<file path="config.mk">
export PLATFORM = sky130hd
export DESIGN_NAME = branch_predictor
export DESIGN_NICKNAME = d
export VERILOG_FILES = /design/src/rtl/branch_predictor.sv
export SDC_FILE = /design/constraint.sdc
export NUM_CORES = 2
export LEC_CHECK = 0
export ABC_AREA = 1
export BUFFER_PORTS_ARGS = -buffer_cell sky130_fd_sc_hd__buf_4
export CAP_MARGIN = 30
export CORE_UTILIZATION = 40
export CTS_CLUSTER_SIZE = 8
export DETAILED_ROUTE_END_ITERATION = 12
export SKIP_LAST_GASP = 1
export SYNTH_ARGS = -nofsm -noshare
export SYNTH_HDL_FRONTEND = slang
export SYNTH_SLANG_ARGS = --single-unit
</file>
<file path="constraint.sdc">
create_clock -name clk -period 36.5 [get_ports clk]
set_input_delay 3.65 -clock clk [delete_from_list [all_inputs] [get_ports clk]]
set_output_delay 3.65 -clock clk [all_outputs]
set_load 0.02 [all_outputs]
</file>
<file path="src/rtl/branch_predictor.sv">
// Direct-mapped BTB with per-entry saturating direction counters; 0-cycle lookup, EX-stage update.
// Optional statistics counters are built when BP_STATS_EN is defined.
module branch_predictor #(
  parameter int ENTRIES = 16,
  parameter int TAG_W   = 8,
  parameter int CNT_W   = 2
) (
  input  logic        clk,
  input  logic        reset,
  input  logic [31:0] lookup_pc,
  output logic        pred_taken,
  output logic [31:0] pred_target,
  input  logic        upd_valid,
  input  logic [31:0] upd_pc,
  input  logic        upd_taken,
  input  logic [31:0] upd_target,
  input  logic        upd_pred_taken,
  input  logic [31:0] upd_pred_target,
  input  logic        clear,
  output logic        mispredict,
  output logic [31:0] redirect_pc,
  output logic [31:0] stat_branches,
  output logic [31:0] stat_mispred
);
  localparam int IDX_W = $clog2(ENTRIES);
  localparam logic [CNT_W-1:0] CNT_MAX = '1;
  localparam logic [CNT_W-1:0] CNT_ONE = CNT_W'(1);
  localparam logic [CNT_W-1:0] CNT_WT  = CNT_W'(1 << (CNT_W-1));
  localparam logic [CNT_W-1:0] CNT_WNT = CNT_W'((1 << (CNT_W-1)) - 1);

  typedef struct packed {
    logic             valid;
    logic [TAG_W-1:0] tag;
    logic [31:0]      target;
    logic [CNT_W-1:0] cnt;
  } entry_t;

  entry_t btb [ENTRIES];

  logic [IDX_W-1:0] l_idx, u_idx;
  logic [TAG_W-1:0] l_tag, u_tag;
  logic             l_hit, u_hit;

  assign l_idx = lookup_pc[IDX_W+1:2];
  assign l_tag = lookup_pc[IDX_W+TAG_W+1:IDX_W+2];
  assign u_idx = upd_pc[IDX_W+1:2];
  assign u_tag = upd_pc[IDX_W+TAG_W+1:IDX_W+2];

  assign l_hit = btb[l_idx].valid && (btb[l_idx].tag == l_tag);
  assign u_hit = btb[u_idx].valid && (btb[u_idx].tag == u_tag);

  // Lookup reads pre-edge state; same-cycle updates are not forwarded.
  assign pred_taken  = l_hit && btb[l_idx].cnt[CNT_W-1];
  assign pred_target = pred_taken ? btb[l_idx].target : lookup_pc + 32'd4;

  assign mispredict  = upd_valid &&
                       ((upd_taken != upd_pred_taken) ||
                        (upd_taken && (upd_target != upd_pred_target)));
  assign redirect_pc = upd_taken ? upd_target : upd_pc + 32'd4;

  always_ff @(posedge clk or posedge reset) begin
    if (reset) begin
      for (int i = 0; i < ENTRIES; i++)
        btb[i] <= '{valid: 1'b0, tag: '0, target: '0, cnt: CNT_WNT};
    end else if (clear) begin
      for (int i = 0; i < ENTRIES; i++)
        btb[i].valid <= 1'b0;
    end else if (upd_valid) begin
      if (u_hit) begin
        if (upd_taken) begin
          btb[u_idx].target <= upd_target;
          if (btb[u_idx].cnt != CNT_MAX) btb[u_idx].cnt <= btb[u_idx].cnt + CNT_ONE;
        end else if (btb[u_idx].cnt != '0) begin
          btb[u_idx].cnt <= btb[u_idx].cnt - CNT_ONE;
        end
      end else if (upd_taken) begin
        // Miss on a taken branch replaces whatever aliased into this slot.
        btb[u_idx] <= '{valid: 1'b1, tag: u_tag, target: upd_target, cnt: CNT_WT};
      end
    end
  end

`ifdef BP_STATS_EN
  logic [31:0] branches_q, mispred_q;
  logic        cnt_en;

  assign cnt_en = upd_valid && !clear;

  always_ff @(posedge clk or posedge reset) begin
    if (reset) begin
      branches_q <= '0;
      mispred_q  <= '0;
    end else if (cnt_en) begin
      if (branches_q != 32'hFFFF_FFFF) branches_q <= branches_q + 32'd1;
      if (mispredict && mispred_q != 32'hFFFF_FFFF) mispred_q <= mispred_q + 32'd1;
    end
  end

  assign stat_branches = branches_q;
  assign stat_mispred  = mispred_q;
`else
  assign stat_branches = 32'h0;
  assign stat_mispred  = 32'h0;
`endif

endmodule

</file>
==> reports/metrics.cfg <==
[status]
status = finished clean

[power_and_ir_drop]
leakage_nw = 19.3
power_mw = 2.13
p_per_area_mw_per_mm2 = 51.0
vdd_drop_max_uv = 35.3

[setup_path]
cpMaxStageDelayCell = nor2_2
critPathMostFrequentCell = nand3_1
worstPathCellList = buf_8, inv_6, buf_4, a21oi_1, o21ai_1, nand3_1, nand3_1, nand3_1, nand2_1, nand2_1, a21oi_1, nand3_1, nor2_2, buf_4, nand2_1, o21ai_0, buf_4
cp_top_family = buffers and inverters
end_kind = primary output
cp.required_ns = 32.85
critPathBufInv = 5
worstSetupStartpointType = primary input
path_max_fanout = 126
arrival_ns = 8.64
criticalPathCategory = in2out
cpPeakStageDelay_ns = 0.77

[yosys]
seq_area_frac_synth_pct = 46.3
yosysWarnings = 0
avgSynthCellArea_um2 = 7.50
synth_seq_cells = 688
synth_area_leaders = dfrtp_1 (45%), o21ai_0 (12%), nand2_1 (10%)
synth_common_cells = nand2_1 (1005), o21ai_0 (865), dfrtp_1 (672)
async_reset_ff_share_pct = 100
synth_cells = 4959
netlist_area_mm2 = 0.0372
synth_top_area_share_pct = 45.2
synth_edf_count = 0
yosys.cell_count.top_type = nand2_1
ys_types = 54
ys.flop_type = dfrtp_1
synth_largest_area_cell = dfrtp_1

[grt]
grt_util_met3_pct = 5.64
first_global_vias = 31800
overflow = 0
busiest_layer = met2
track_usage_pct = 29.3
antenna_found_initial = 6
grt_pass1_wl_um = 208000
grt_use_met2_pct = 44.0
grt_use_met1_pct = 40.8
grt_max_degree = 188

[cells_and_area]
synthToLayoutAreaGrowth_pct = 12.3
nFillCells = 9366
top_register = btb
stdcell_area_mm2 = 0.0418
largest_reg_flops = 688
fin_cells = 6215
reg_top3 = btb (688)
finalNetCount = 5094
layout-drive-gt1-share_pct = 9.25

[clock_network]
cts_max_path_buffers = 3
cts_setup_buffers = 0
clk_latency_ns = 0.68
cts_tree = built
cts_root_buffer = clkbuf_16
cts.clk_slew.worst_paths_ns = 0.05
cts_made_buffers = 97
cts.sinks = 688
postCtsHoldBufs = 0
cts_htree_levels = 3
cts_resized = 0

[route]
wire_per_inst_um = 22.3
antenna_left = 0
drt_wl_total_um = 139000
via_per_inst = 5.56
dr.pass1.iters = 6
drt_iter0_drc = 3761
via_count = 34600
drc = 0

[sta]
holdWs_ns = 0.475
finalCriticalPeriod_ns = 12.29
hold_viol_final = 0
slew_violations = 0
fin_crit_sh_pct = 33.7
tightest_slew_ns = 1.05
setup_viol = 0
finalSetupTns_ns = 0
fin_skew_ns = 0.0410
rsz0062_at_grt = false
fmax_ghz = 0.0814
maxSlewHeadroom_pct = 29.9

[place]
portBuffers = 199
dp.cells = 6092
placed_area_mm2 = 0.0390
place_hpwl_um = 92000
gp_congestion = 0.964

[floorplanning]
io_pins = 264
fp.dieH_um = 307
start_util_pct = 40.5
design.core.area_mm2 = 0.0919
placementRows = 111
fp.dieW_um = 307
die_area_mm2 = 0.0942

[worst_hold_path]
hp-class = reg2reg

[flow_run]
maxCapViolations = 0

==> path summary, 6_finish.rpt <==
check	from	to	slack, ns	cells past startpoint
min in group asynchronous	reset	btb[296]$_DFFE_PP0P_	2.89	2
min reg2reg	btb[564]$_DFFE_PP0P_	btb[564]$_DFFE_PP0P_	0.47	2
max reg2reg	btb[464]$_DFFE_PP0P_	btb[378]$_DFFE_PP0P_	32.50	16
min	btb[564]$_DFFE_PP0P_	btb[564]$_DFFE_PP0P_	0.47	2
max	lookup_pc[2]	pred_target[2]	24.21	17
max in group asynchronous	reset	btb[477]$_DFFE_PP0P_	31.28	6
==> per-layer routing <==
metal  vias to the layer above  share of wire [%]
met5                         -              0.016
met4                         4                5.0
met3                       266                8.7
met2                      1571                 44
met1                     16500                 43
li1                      16300                  -
==> layout by cell type (no fill, tap or decap), drive strengths merged, types with 11 or more instances in the layout <==
master / Yosys / routed
a21oi: 403 / 403
buf: 173 / 266
clkbuf: 262 / 110
clkinv: 8 / 11
conb: 1 / 64
dfrtp: 672 / 672
dfstp: 16 / 16
inv: 386 / 391
nand2: 1007 / 1007
nand3: 201 / 201
nand4: 64 / 64
nor2: 512 / 512
nor3: 31 / 31
o211ai: 69 / 69
o21ai: 965 / 965
o22ai: 57 / 57
o31ai: 16 / 16
xnor2: 20 / 20
xor2: 33 / 33
==> worst register-to-register path, cell delays in order (launching register included) <==
cell and delay [ns]:
dfrtp_1 0.38, inv_1 0.09, nand2_1 0.05, nand3_1 0.10
o21ai_0 0.16, nand2_1 0.09, nand2_1 0.13, nor2_1 0.11
nand2_1 0.06, nand2_1 0.15, nand3_1 0.11, nor2_2 0.24
nand2_4 0.21, nand2_2 0.10, buf_4 0.59, nand3_1 0.87
o21ai_0 0.43
==> layout make-up <==
cell class                 instances  area, um2  share of cell area, %
antenna                            1       2.50                0.00599
multi-input combinational       3505      16700                   39.9
timing repair buffer             267       2180                   5.21
inverter                         394       1490                   3.58
sequential                       688      17200                   41.2
tap                             1243       1560                   3.72
clock buffer                     109       2490                   5.96
clock inverter                     8        170                  0.407
==> power breakdown <==
part	internal [mW]	switching (mW)
clock network	0.478	0.344
logic	0.123	0.246
registers	0.883	0.0567
total	1.48	0.647
==> cell families after synthesis <==
kind of cell / share of synthesized area [%]
other: 0.0101
AOI/OAI and AO/OA: 22.0
buffers and inverters: 9.74
adders and majority gates: 0.235
xor gates and xnor gates: 1.25
DFF: 46.3
and+or+nand+nor: 20.4
==> stage by stage <==
stage | utilization [%] | worst slack [ns]
after floorplan | - | 13.59
after global placement | 42.3 | 24.41
after detailed placement | 42.4 | 24.37
after CTS | 45.3 | 24.35
after global routing | 45.4 | 24.00
final | 45.4 | 24.21
(Power assumes the default switching activity.)
